$ cat config.mk
export PLATFORM = sky130hd
export DESIGN_NAME = dot_write_queue
export DESIGN_NICKNAME = d
export VERILOG_FILES = /design/src/rtl/dot_mmio_pkg.sv /design/src/rtl/dot_fifo_mem.sv /design/src/rtl/dot_write_queue.sv
export SDC_FILE = /design/constraint.sdc
export NUM_CORES = 1
export LEC_CHECK = 0
export ABC_AREA = 1
export CORE_ASPECT_RATIO = 0.8
export CORE_MARGIN = 4
export CORE_UTILIZATION = 45
export CTS_BUF_LIST = sky130_fd_sc_hd__clkbuf_8
export DETAILED_ROUTE_END_ITERATION = 16
export PLACE_DENSITY = 0.74
export SYNTH_ARGS = -nofsm -noshare
export SYNTH_HDL_FRONTEND = slang
export SYNTH_SLANG_ARGS = --single-unit
$ cat constraint.sdc
create_clock -name clock -period 5.6 [get_ports clock]
set_input_delay 1.12 -clock clock [delete_from_list [all_inputs] [get_ports clock]]
set_output_delay 1.12 -clock clock [all_outputs]
set_load 0.02 [all_outputs]
$ cat src/rtl/dot_mmio_pkg.sv
// Dot MMIO address map and queued-entry layout shared by the dot write queue.
package dot_mmio_pkg;

  localparam int unsigned RNG_ADDR   = 32'd99;
  localparam int unsigned X_BASE     = 32'd100;
  localparam int unsigned Y_BASE     = 32'd550;
  localparam int unsigned TOP        = 32'd999;
  localparam int unsigned DOT_ID_W   = 32'd10;
  localparam int unsigned DOT_DATA_W = 32'd32;

  typedef struct packed {
    logic                  y;
    logic [DOT_ID_W-1:0]   id;
    logic [DOT_DATA_W-1:0] loc;
  } dot_entry_t;

endpackage

$ cat src/rtl/dot_fifo_mem.sv
// Dot queue storage: DEPTH x WIDTH register array, one write port, one async read port.
module dot_fifo_mem #(
  parameter int DEPTH = 16,
  parameter int WIDTH = 43,
  localparam int PTR_W = $clog2(DEPTH)
) (
  input  logic             clock,
  input  logic             wr_en_i,
  input  logic [PTR_W-1:0] wr_addr_i,
  input  logic [WIDTH-1:0] wr_data_i,
  input  logic [PTR_W-1:0] rd_addr_i,
  output logic [WIDTH-1:0] rd_data_o
);

  logic [WIDTH-1:0] mem_q [DEPTH];

  // Storage write; contents are only meaningful between head and tail, so no reset.
  always_ff @(posedge clock) begin
    if (wr_en_i) begin
      mem_q[wr_addr_i] <= wr_data_i;
    end
  end

  assign rd_data_o = mem_q[rd_addr_i];

endmodule

$ cat src/rtl/dot_write_queue.sv
// MMIO dot-write decoder and FIFO feeding the VGA dot-update port.
// Optional macro DOT_WRITE_QUEUE_COALESCE_EN merges repeated writes to the newest entry.
module dot_write_queue #(
  parameter int DEPTH  = 16,
  parameter int X_BASE = dot_mmio_pkg::X_BASE,
  parameter int Y_BASE = dot_mmio_pkg::Y_BASE,
  parameter int TOP    = dot_mmio_pkg::TOP,
  parameter int ID_W   = dot_mmio_pkg::DOT_ID_W,
  parameter int DATA_W = dot_mmio_pkg::DOT_DATA_W,
  localparam int PTR_W = $clog2(DEPTH),
  localparam int CNT_W = PTR_W + 1
) (
  input  logic              clock,
  input  logic              reset,
  input  logic              mwe,
  input  logic [31:0]       address_dmem,
  input  logic [DATA_W-1:0] data,
  input  logic              drain_en,
  output logic              dotWren,
  output logic              is_Yloc,
  output logic [ID_W-1:0]   dotID,
  output logic [DATA_W-1:0] dotLoc,
  output logic              full,
  output logic              overflow,
  output logic [CNT_W-1:0]  count
);

  import dot_mmio_pkg::*;

  logic [PTR_W-1:0]  head_q, head_d, tail_q, tail_d, wr_addr_s;
  logic [CNT_W-1:0]  count_q, count_d;
  logic              overflow_q, overflow_d, wren_q, wren_d, y_q, y_d;
  logic [ID_W-1:0]   id_q, id_d;
  logic [DATA_W-1:0] loc_q, loc_d;
  logic              hit_s, pop_s, push_s, coalesce_s, full_s, wr_en_s;
  dot_entry_t        new_s, rd_s;
`ifdef DOT_WRITE_QUEUE_COALESCE_EN
  logic              last_y_q, last_y_d;
  logic [ID_W-1:0]   last_id_q, last_id_d;
`endif

  // Address decode into a candidate queue entry.
  always_comb begin
    new_s = '0;
    hit_s = mwe && (address_dmem >= 32'(X_BASE)) && (address_dmem <= 32'(TOP));
    new_s.y = (address_dmem >= 32'(Y_BASE));
    if (new_s.y) begin
      new_s.id = ID_W'(address_dmem - 32'(Y_BASE));
    end else begin
      new_s.id = ID_W'(address_dmem - 32'(X_BASE));
    end
    new_s.loc = data;
  end

  // Push/pop/coalesce control and next-state.
  always_comb begin
    full_s = (count_q == CNT_W'(DEPTH));
    pop_s  = drain_en && (count_q != '0);
`ifdef DOT_WRITE_QUEUE_COALESCE_EN
    // A pop of the only entry would consume it this edge, so fall back to a push.
    coalesce_s = hit_s && (count_q != '0) && (last_y_q == new_s.y) &&
                 (last_id_q == new_s.id) && !(pop_s && (count_q == CNT_W'(1)));
`else
    coalesce_s = 1'b0;
`endif
    push_s    = hit_s && !coalesce_s && (!full_s || pop_s);
    wr_en_s   = push_s || coalesce_s;
    wr_addr_s = coalesce_s ? (tail_q - PTR_W'(1)) : tail_q;
    head_d    = pop_s ? (head_q + PTR_W'(1)) : head_q;
    tail_d    = push_s ? (tail_q + PTR_W'(1)) : tail_q;
    case ({push_s, pop_s})
      2'b10:   count_d = count_q + CNT_W'(1);
      2'b01:   count_d = count_q - CNT_W'(1);
      default: count_d = count_q;
    endcase
    overflow_d = overflow_q || (hit_s && !coalesce_s && full_s && !pop_s);
    wren_d     = pop_s;
    if (pop_s) begin
      y_d   = rd_s.y;
      id_d  = rd_s.id;
      loc_d = rd_s.loc;
    end else begin
      y_d   = y_q;
      id_d  = id_q;
      loc_d = loc_q;
    end
`ifdef DOT_WRITE_QUEUE_COALESCE_EN
    if (push_s) begin
      last_y_d  = new_s.y;
      last_id_d = new_s.id;
    end else begin
      last_y_d  = last_y_q;
      last_id_d = last_id_q;
    end
`endif
  end

  // State and output registers.
  always_ff @(posedge clock or negedge reset) begin
    if (!reset) begin
      head_q     <= '0;
      tail_q     <= '0;
      count_q    <= '0;
      overflow_q <= 1'b0;
      wren_q     <= 1'b0;
      y_q        <= 1'b0;
      id_q       <= '0;
      loc_q      <= '0;
`ifdef DOT_WRITE_QUEUE_COALESCE_EN
      last_y_q   <= 1'b0;
      last_id_q  <= '0;
`endif
    end else begin
      head_q     <= head_d;
      tail_q     <= tail_d;
      count_q    <= count_d;
      overflow_q <= overflow_d;
      wren_q     <= wren_d;
      y_q        <= y_d;
      id_q       <= id_d;
      loc_q      <= loc_d;
`ifdef DOT_WRITE_QUEUE_COALESCE_EN
      last_y_q   <= last_y_d;
      last_id_q  <= last_id_d;
`endif
    end
  end

  dot_fifo_mem #(
    .DEPTH (DEPTH),
    .WIDTH ($bits(dot_entry_t))
  ) u_mem (
    .clock     (clock),
    .wr_en_i   (wr_en_s),
    .wr_addr_i (wr_addr_s),
    .wr_data_i (new_s),
    .rd_addr_i (head_q),
    .rd_data_o (rd_s)
  );

  assign dotWren  = wren_q;
  assign is_Yloc  = y_q;
  assign dotID    = id_q;
  assign dotLoc   = loc_q;
  assign full     = full_s;
  assign overflow = overflow_q;
  assign count    = count_q;

endmodule

==> results of run 1 <==
==> final cells by class <==
class,count,area share
repair buffers,155,0.0443
clock inverters,86,0.0126
flip-flops and latches,746,0.645
multi-input cells,1605,0.214
well taps,860,0.0314
diodes,2,0.000146
clock buffers,120,0.0482
inverters,33,0.00405
==> Yosys cell counts <==
cell type / n
sky130_fd_sc_hd__a21o_1: 1
sky130_fd_sc_hd__a21oi_1: 216
sky130_fd_sc_hd__a21oi_2: 1
sky130_fd_sc_hd__buf_1: 20
sky130_fd_sc_hd__buf_2: 78
sky130_fd_sc_hd__buf_4: 4
sky130_fd_sc_hd__clkbuf_1: 51
sky130_fd_sc_hd__clkbuf_2: 1
sky130_fd_sc_hd__dfrtp_1: 58
sky130_fd_sc_hd__edfxtp_1: 688
sky130_fd_sc_hd__ha_1: 12
sky130_fd_sc_hd__inv_1: 28
sky130_fd_sc_hd__inv_2: 5
sky130_fd_sc_hd__nand2_1: 828
sky130_fd_sc_hd__nand2_2: 6
sky130_fd_sc_hd__nand3_1: 353
sky130_fd_sc_hd__nand3_2: 1
sky130_fd_sc_hd__nand3_4: 1
sky130_fd_sc_hd__nand4_1: 8
sky130_fd_sc_hd__nor2_1: 93
sky130_fd_sc_hd__nor2_8: 1
sky130_fd_sc_hd__nor3_1: 2
sky130_fd_sc_hd__nor3b_1: 1
sky130_fd_sc_hd__o21ai_0: 6
sky130_fd_sc_hd__o21ai_1: 7
sky130_fd_sc_hd__o21ai_2: 1
sky130_fd_sc_hd__o21bai_1: 1
sky130_fd_sc_hd__o31ai_1: 43
sky130_fd_sc_hd__xnor2_1: 4
sky130_fd_sc_hd__xor2_1: 19
==> path summary, 6_finish.rpt <==
| check | from | to |
|---|---|---|
| min in group clock | overflow | overflow |
| max in group asynchronous | reset | head_q[0] |
| setup reg to reg | head_q[0] | dotLoc[11] |
| hold reg to reg | overflow | overflow |
| setup / recovery | address_dmem[3] | u_mem.mem_q[0][37] |
| hold / removal | reset | dotLoc[31] |
==> state kept, by name (all words and copies together), names as in the netlist <==
name         flops
count            5
dotID           10
dotLoc          32
dotWren          1
head_q           4
is_Yloc          1
overflow         1
tail_q           4
u_mem.mem_q    688
==> metrics by stage <==
step	hold WS, ns	std cells	utilization	cell area, um^2	worst slack [ns]
after floorplan	0.485	2538	-	30200	1.30
after global placement	0.489	3399	0.488	32200	1.29
after detailed placement	0.473	3399	0.488	32200	1.01
after CTS	0.341	3605	0.519	34300	1.77
after global routing	0.358	3607	0.520	34300	1.40
final	0.383	3607	0.520	34300	1.64
==> critical path, stage by stage <==
cell and delay (ns):
sky130_fd_sc_hd__clkdlybuf4s50_1 0.57, sky130_fd_sc_hd__inv_1 0.10, sky130_fd_sc_hd__ha_1 0.23, sky130_fd_sc_hd__a21oi_2 0.19, sky130_fd_sc_hd__inv_2 0.07, sky130_fd_sc_hd__o21ai_2 0.15
sky130_fd_sc_hd__nand2_1 0.12, sky130_fd_sc_hd__nand2_1 0.12, sky130_fd_sc_hd__nand3_2 0.51, sky130_fd_sc_hd__o21ai_1 1.10
==> logic make-up after synthesis <==
logic type,after synthesis,synth area share
AOI/OAI and AO/OA,276,0.0498
xor gates and xnor gates,23,0.00668
adders and majority gates,12,0.00498
buffers and inverters,187,0.0271
DFF,746,0.733
and+or+nand+nor,1294,0.178
==> where the power goes <==
part | switching, mW | internal (mW)
Combinational | 3.53 | 1.57
Sequential | 0.303 | 6.30
Clock | 2.04 | 2.10
Total | 5.87 | 9.98
==> metal layers <==
metal | wire [um] | GRT usage | up-vias
li1 | - | - | 9169
met1 | 31900 | 0.295 | 9867
met2 | 35400 | 0.336 | 1070
met3 | 6930 | 0.0420 | 148
met4 | 1810 | 0.0637 | 0
met5 | 0 | 0 | -
==> results.md, run 1 <==
Worst setup path:
- The worst setup path is of the primary input to register kind.
- The critical path startpoint category is a primary input.
- The kind of end point of the critical path is a register.
- STA puts the critical path data arrival time at 4.29 ns.
- STA puts the critical path data required time at 5.93 ns.
- In this run the register-to-register setup slack is 2.38 ns.
- The highest fanout seen on the critical path is 32.
- The number of cells on the worst reg-to-reg path is 8.

CTS:
- The later-pin clock latency in the skew report is 0.71 ns.
- After clock tree synthesis, the flow added hold-fix buffers numbering 0.
- The post-CTS setup buffer count is 0.
- The maximum number of buffers from clock root to sink is 3.
- CTS built an H-tree with a depth of 3.
- Clock tree synthesis selected as its root buffer the cell sky130_fd_sc_hd__clkbuf_8.
- After clock tree synthesis, the repair step resized 0 gates.
- The number of sinks on the clock net is 746.
- The CTS tree is built.
- The number of clock buffers added by TritonCTS is 109.
- Clock-pin slew was measured on the worst setup and hold paths at 0.07 ns.

Route:
- The first detailed-routing pass took 6 iterations.
- The remaining antenna violation count is 0.
- The per-cell routed wire length is 21.1 um.
- The average vias per placed instance is 5.62.
- The sum of routed wire length over all layers is 76000 um.
- The post-route DRC violation count is 0.
- In this run, the number of DRC markers left after iteration 0 of detailed routing was 2393.
- Across all layers, the routed design uses 20300 vias.

GRT:
- The global-route total usage across every layer is 0.210.
- The wire length of the first global-routing pass is 116000 um.
- Entering global routing, the biggest net connects 200 pins.
- The via count of the first global-routing pass was 19900.
- The number of antenna violations at the first check in global routing is 2.
- The total overflow left after global routing is 0.

Yosys:
- After synthesis the netlist holds a flip-flop and latch count of 746.
- The synthesized net count is 2618.
- The sequential element share of the synthesized area is 0.733.
- The area share of the leading cell type in the synthesized netlist is 0.685.
- In the post-synthesis netlist, the biggest area contributors are sky130_fd_sc_hd__edfxtp_1 69%, sky130_fd_sc_hd__nand2_1 10%, sky130_fd_sc_hd__nand3_1 5.9%.
- The Yosys step of the flow raised 0 warnings.
- The per-instance average area after synthesis is 11.9 um^2.
- The biggest area contributor in the post-synthesis netlist is sky130_fd_sc_hd__edfxtp_1.
- The post-synthesis instance area is 0.0302 mm^2.
- The distinct cell type count of the synthesized netlist is 30.
- Synthesis produced a netlist whose cell count is 2538.

Timing:
- The clock arrives with 0.0279 ns of skew.
- The final count of hold timing violations is 0.
- The number of max-slew violations in the final report is 0.
- Setup repair after global routing left no endpoint under its margin.
- Dividing the final minimum period by the clock period gives 0.707.
- Setup violations remaining at the end of the flow were counted as 0.
- In this run the tightest slew margin relative to its limit is 0.257.
- After layout, the minimum clock period comes to 3.96 ns.
- At the pin with the least slew margin, the transition time is 1.11 ns.
- The upper clock frequency limit is 253 MHz.
- Adding up every negative setup slack in the final design gives 0 ns.

Floorplan:
- The boundary pin count is 119.
- The core area is 0.0660 mm^2.
- Row generation in the floorplan step produced 84 rows.
- The die height is 240 um.
- The overall die area is 0.0712 mm^2.
- The die span in x is 297 um.
- The effective utilization at floorplan is 0.457.

Finish:
- In the final layout, the share of cells above drive strength 1 is 0.0776.
- Summing all multi-input logic gate instances after layout gives 0.00735 mm^2.
- Leaving out fill and tap cells, the most frequent cell in the layout is sky130_fd_sc_hd__nand2_1.
- Fill cells in the final layout number 5485.
- The library cells used most frequently in the layout, excluding fill and tap cells, are 828 x sky130_fd_sc_hd__nand2_1, 688 x sky130_fd_sc_hd__edfxtp_1, 353 x sky130_fd_sc_hd__nand3_1.
- Compared with the post-synthesis result, the final layout area differs by 13.7%.
- The number of nets in the finished design is 2730.
- The sequential cells in the finished layout cover a total of 0.0221 mm^2.

Hold path:
- The worst hold path class is primary input to asynchronous set/reset pin.

Power and ir drop:
- Power spread over the standard cell area amounts to 462 mW/mm^2.
- The leakage component of the power is 12.4 nW.
- Power comes to 15.9 mW.
- The maximum vdd ir drop is 0.339 mV.

Placed design:
- The placed wire-length estimate is 41800 um.
- The global placement routability congestion is 0.824.
- Port buffering added 118 buffers.

Run status:
- The run finished with clean final reports.

Job:
- The max-capacitance violation count is 0.
No activity file was read; power rests on OpenSTA's default activity.
==> inputs of run 2 (changes only) <==
- PLACE_DENSITY: 0.74 -> 0.76
- clock period: 5.6 -> 3.3 ns (I/O delays scaled with it)
==> results.md, run 2 (same netlist as run 1, synthesis figures left out) <==
Timing:
- The worst setup skew after layout is 0.0495 ns (was 0.0279 ns).
- The post-layout minimum cycle time is 2.82 ns.
- In the finished design, the share of the clock period the worst path needs comes to 0.855.
- The headroom to the max-slew limit came to 0.206 (was 0.257).
- The summed negative setup slack over all endpoints is 0 ns (unchanged).
- The number of max-slew violations in the final report is 0 (unchanged).
- The setup violation total in the final timing report is 0 (unchanged).
- The final critical-path setup slack was 0.478 ns (was 1.64 ns).
- The transition at the pin with the smallest max-transition slack is 1.19 ns (was 1.11 ns).
- The final count of hold timing violations is 0 (unchanged).
- RSZ-0062 raised after global routing: no (unchanged).
- The upper clock frequency limit is 354 MHz.

GRT:
- The total global routing overflow was 0 (unchanged).
- The met2 usage is 0.347 (was 0.336).
- The maximum number of pins on one net before global-route repair came to 175 (was 200).
- The global-route total usage across every layer is 0.208 (was 0.210).
- The via count of the first global-routing pass was 19600 (was 19900).
- The met1 usage in global routing is 0.280 (was 0.295).
- The layer carrying the most global-route usage is met2 (unchanged).
- The number of antenna violations at the first check in global routing was 0 (was 2).
- The met3 track utilization from global routing is 0.0371 (was 0.0420).
- The wire length of the first global-routing pass is 115000 um (was 116000 um).

Power and ir drop:
- The net switching share of the total power is 0.367 (was 0.370).
- The switching component of the power is 9.96 mW (was 5.87 mW).
- The power density normalized to cell area is 774 mW/mm^2 (was 462 mW/mm^2).
- The maximum vdd ir drop came to 1.08 mV (was 0.339 mV).
- The leakage component of the power is 12.7 nW (was 12.4 nW).
- The internal power consumption came to 17.2 mW (was 9.98 mW).
- The clock power share is 0.266 (was 0.261).
- The fraction of power consumed by combinational cells is 0.329 (was 0.322).
- The proportion of power drawn by flip-flops and latches is 0.405 (was 0.417).

Finish:
- The antenna diode count is 0 (was 2).
- The layout overhead on the synthesized area is 16.2% (was 13.7%).
- The area of all placed cells without fillers is 0.0350 mm^2 (was 0.0343 mm^2).
- The fraction of the core area covered by cells at the end of the flow came to 0.531 (was 0.520).
- The most flop-heavy register is u_mem.mem_q (unchanged).
- The fraction of layout instances using a drive strength above 1 was 0.0930 (was 0.0776).
- The number of flip-flops under the largest register name was 688 (unchanged).
- The number of nets in the finished design is 2772 (was 2730).
- The most common cell after layout, fill and taps aside was sky130_fd_sc_hd__nand2_1 (unchanged).
- Leading cell types in the layout, fill and taps excluded: 828 x sky130_fd_sc_hd__nand2_1, 688 x sky130_fd_sc_hd__edfxtp_1, 353 x sky130_fd_sc_hd__nand3_1 (unchanged).

CTS:
- The clock input transition at the sequential cells of the worst setup and hold paths is 0.06 ns (was 0.07 ns).
- The CTS tree is built (unchanged).
- The cell at the root of the clock tree is sky130_fd_sc_hd__clkbuf_8 (unchanged).
- The total number of H-tree levels is 3 (unchanged).
- The number of sinks on the clock net is 746 (unchanged).
- The total clock buffers created by CTS came to 109 (unchanged).
- The maximum number of buffers from clock root to sink is 3 (unchanged).
- The later-pin clock latency in the skew report is 0.73 ns (was 0.71 ns).

Placed design:
- The placed wire-length estimate is 41700 um (was 41800 um).
- The global placement routability congestion is 0.843 (was 0.824).
- The worst setup slack after placement was -0.101 ns (was 1.01 ns).
- The number of buffers inserted by port buffering came to 118 (unchanged).
- The cell area after placement came to 0.0329 mm^2 (was 0.0322 mm^2).

Worst setup path:
- The critical path startpoint category is a register (was primary input).
- The gate family responsible for the most delay along the worst path is buffers and inverters (was compound AO/OA/AOI/OAI gates).
- The library cell contributing the largest single delay on the critical path is sky130_fd_sc_hd__clkdlybuf4s50_1 (was sky130_fd_sc_hd__o21ai_1).
- The kind of end point of the critical path was a primary output (was register).
- The data required time at the worst endpoint is 2.64 ns (was 5.93 ns).
- The highest fanout seen on the critical path was 5 (was 32).
- The number of buffers and inverters on the critical path is 1 (was 3).
- The maximum cell stage delay along the critical path is 0.64 ns (was 1.10 ns).
- The critical path start-end classification is register to primary output (was primary input to register).
- The worst path arrival time is 2.16 ns (was 4.29 ns).
- Crit-path cells: nor2_1 > nand3_1 > nor2_1 > clkdlybuf4s50_1 (was clkdlybuf4s50_1 > inv_1 > ha_1 > a21oi_2 > inv_2 > o21ai_2 > nand2_1 > nand2_1 > nand3_2 > o21ai_1).
- The library cell appearing most often on the critical path is sky130_fd_sc_hd__nor2_1 (was sky130_fd_sc_hd__nand2_1).

Floorplan:
- The die span in x is 297 um (unchanged).
- The overall die area is 0.0712 mm^2 (unchanged).
- The die height is 240 um (unchanged).
- The count of standard-cell rows is 84 (unchanged).
- The core area was 0.0660 mm^2 (unchanged).
- The effective utilization at floorplan is 0.457 (unchanged).
- The boundary pin count is 119 (unchanged).

Route:
- The routed via count was 20200 (was 20300).
- The per-cell routed wire length is 20.8 um (was 21.1 um).
- The sum of routed wire length over all layers is 75800 um (was 76000 um).
- The remaining antenna violation count is 0 (unchanged).
- The post-route DRC violation count is 0 (unchanged).
- The number of DRC markers in iteration 0 came to 2404 (was 2393).
- The average vias per placed instance is 5.55 (was 5.62).
- The detailed-router iteration count before antenna repair is 6 (unchanged).

Hold path:
- The worst hold path class is primary input to asynchronous set/reset pin (unchanged).

Run status:
- Run status: completed (unchanged).

Job:
- The max-capacitance violation count came to 0 (unchanged).
## run 2: changes by cell type in the layout (fill, tap and decap cells not counted), sizes merged
cell	previous run	this run
clkinv	35	42
bufinv	3	6
clkinvlp	3	4
clkbuf	120	113
buf	38	79
diode	2	0
inv	78	73
dlygate4sd3	0	1
## run 2: routing by layer
layer	up-vias	wire length (um)
met5	-	0
met4	0	2070
met3	152	6830
met2	1060	36900
met1	9764	30000
li1	9263	-
## run 2: worst paths after layout
path	from	endpoint	slack [ns]	depth (start not counted)
worst max-delay path	count[0]	full	0.48	4
worst min-delay path	reset	dotLoc[7]	0.45	2
worst max register to register	head_q[0]	dotLoc[12]	0.85	7
worst min register to register	overflow	overflow	0.50	1
max in group asynchronous	reset	dotID[2]	2.21	3
min in group clock	overflow	overflow	0.50	1
## run 2: final cells by class
| type | instances | area [um^2] |
|---|---|---|
| clock buffers | 113 | 1560 |
| inverters | 33 | 139 |
| clock inverters | 92 | 576 |
| repair buffers | 197 | 2220 |
| multi-input cells | 1605 | 7350 |
| flip-flops and latches | 746 | 22100 |
| fillers | 5317 | 31000 |
| well taps | 860 | 1080 |
## run 2: stage by stage
step | hold slack [ns] | cells | total power, mW
detailed placement | 0.494 | 3440 | 20.1
global route | 0.451 | 3646 | 28.6
floorplan | 0.364 | 2538 | 17.0
global placement | 0.493 | 3440 | 19.8
CTS | 0.426 | 3646 | 27.3
finish | 0.454 | 3646 | 27.1
## run 2: power by group through the flow
| stage | Sequential, mW | Combinational [mW] | Clock [mW] |
|---|---|---|---|
| floorplan | 11.4 | 5.55 | 0 |
| global placement | 11.2 | 8.64 | 0 |
| detailed placement | 11.2 | 8.88 | 0 |
| CTS | 11.0 | 8.94 | 7.33 |
| global route | 11.0 | 9.79 | 7.80 |
| finish | 11.0 | 8.93 | 7.21 |
## run 2: repair_timing
action | CTS | global route
hold buffers | 1 | 0
hold endpoints to repair | 26 | 0
gates resized for setup | 0 | 0
setup buffers | 0 | 0
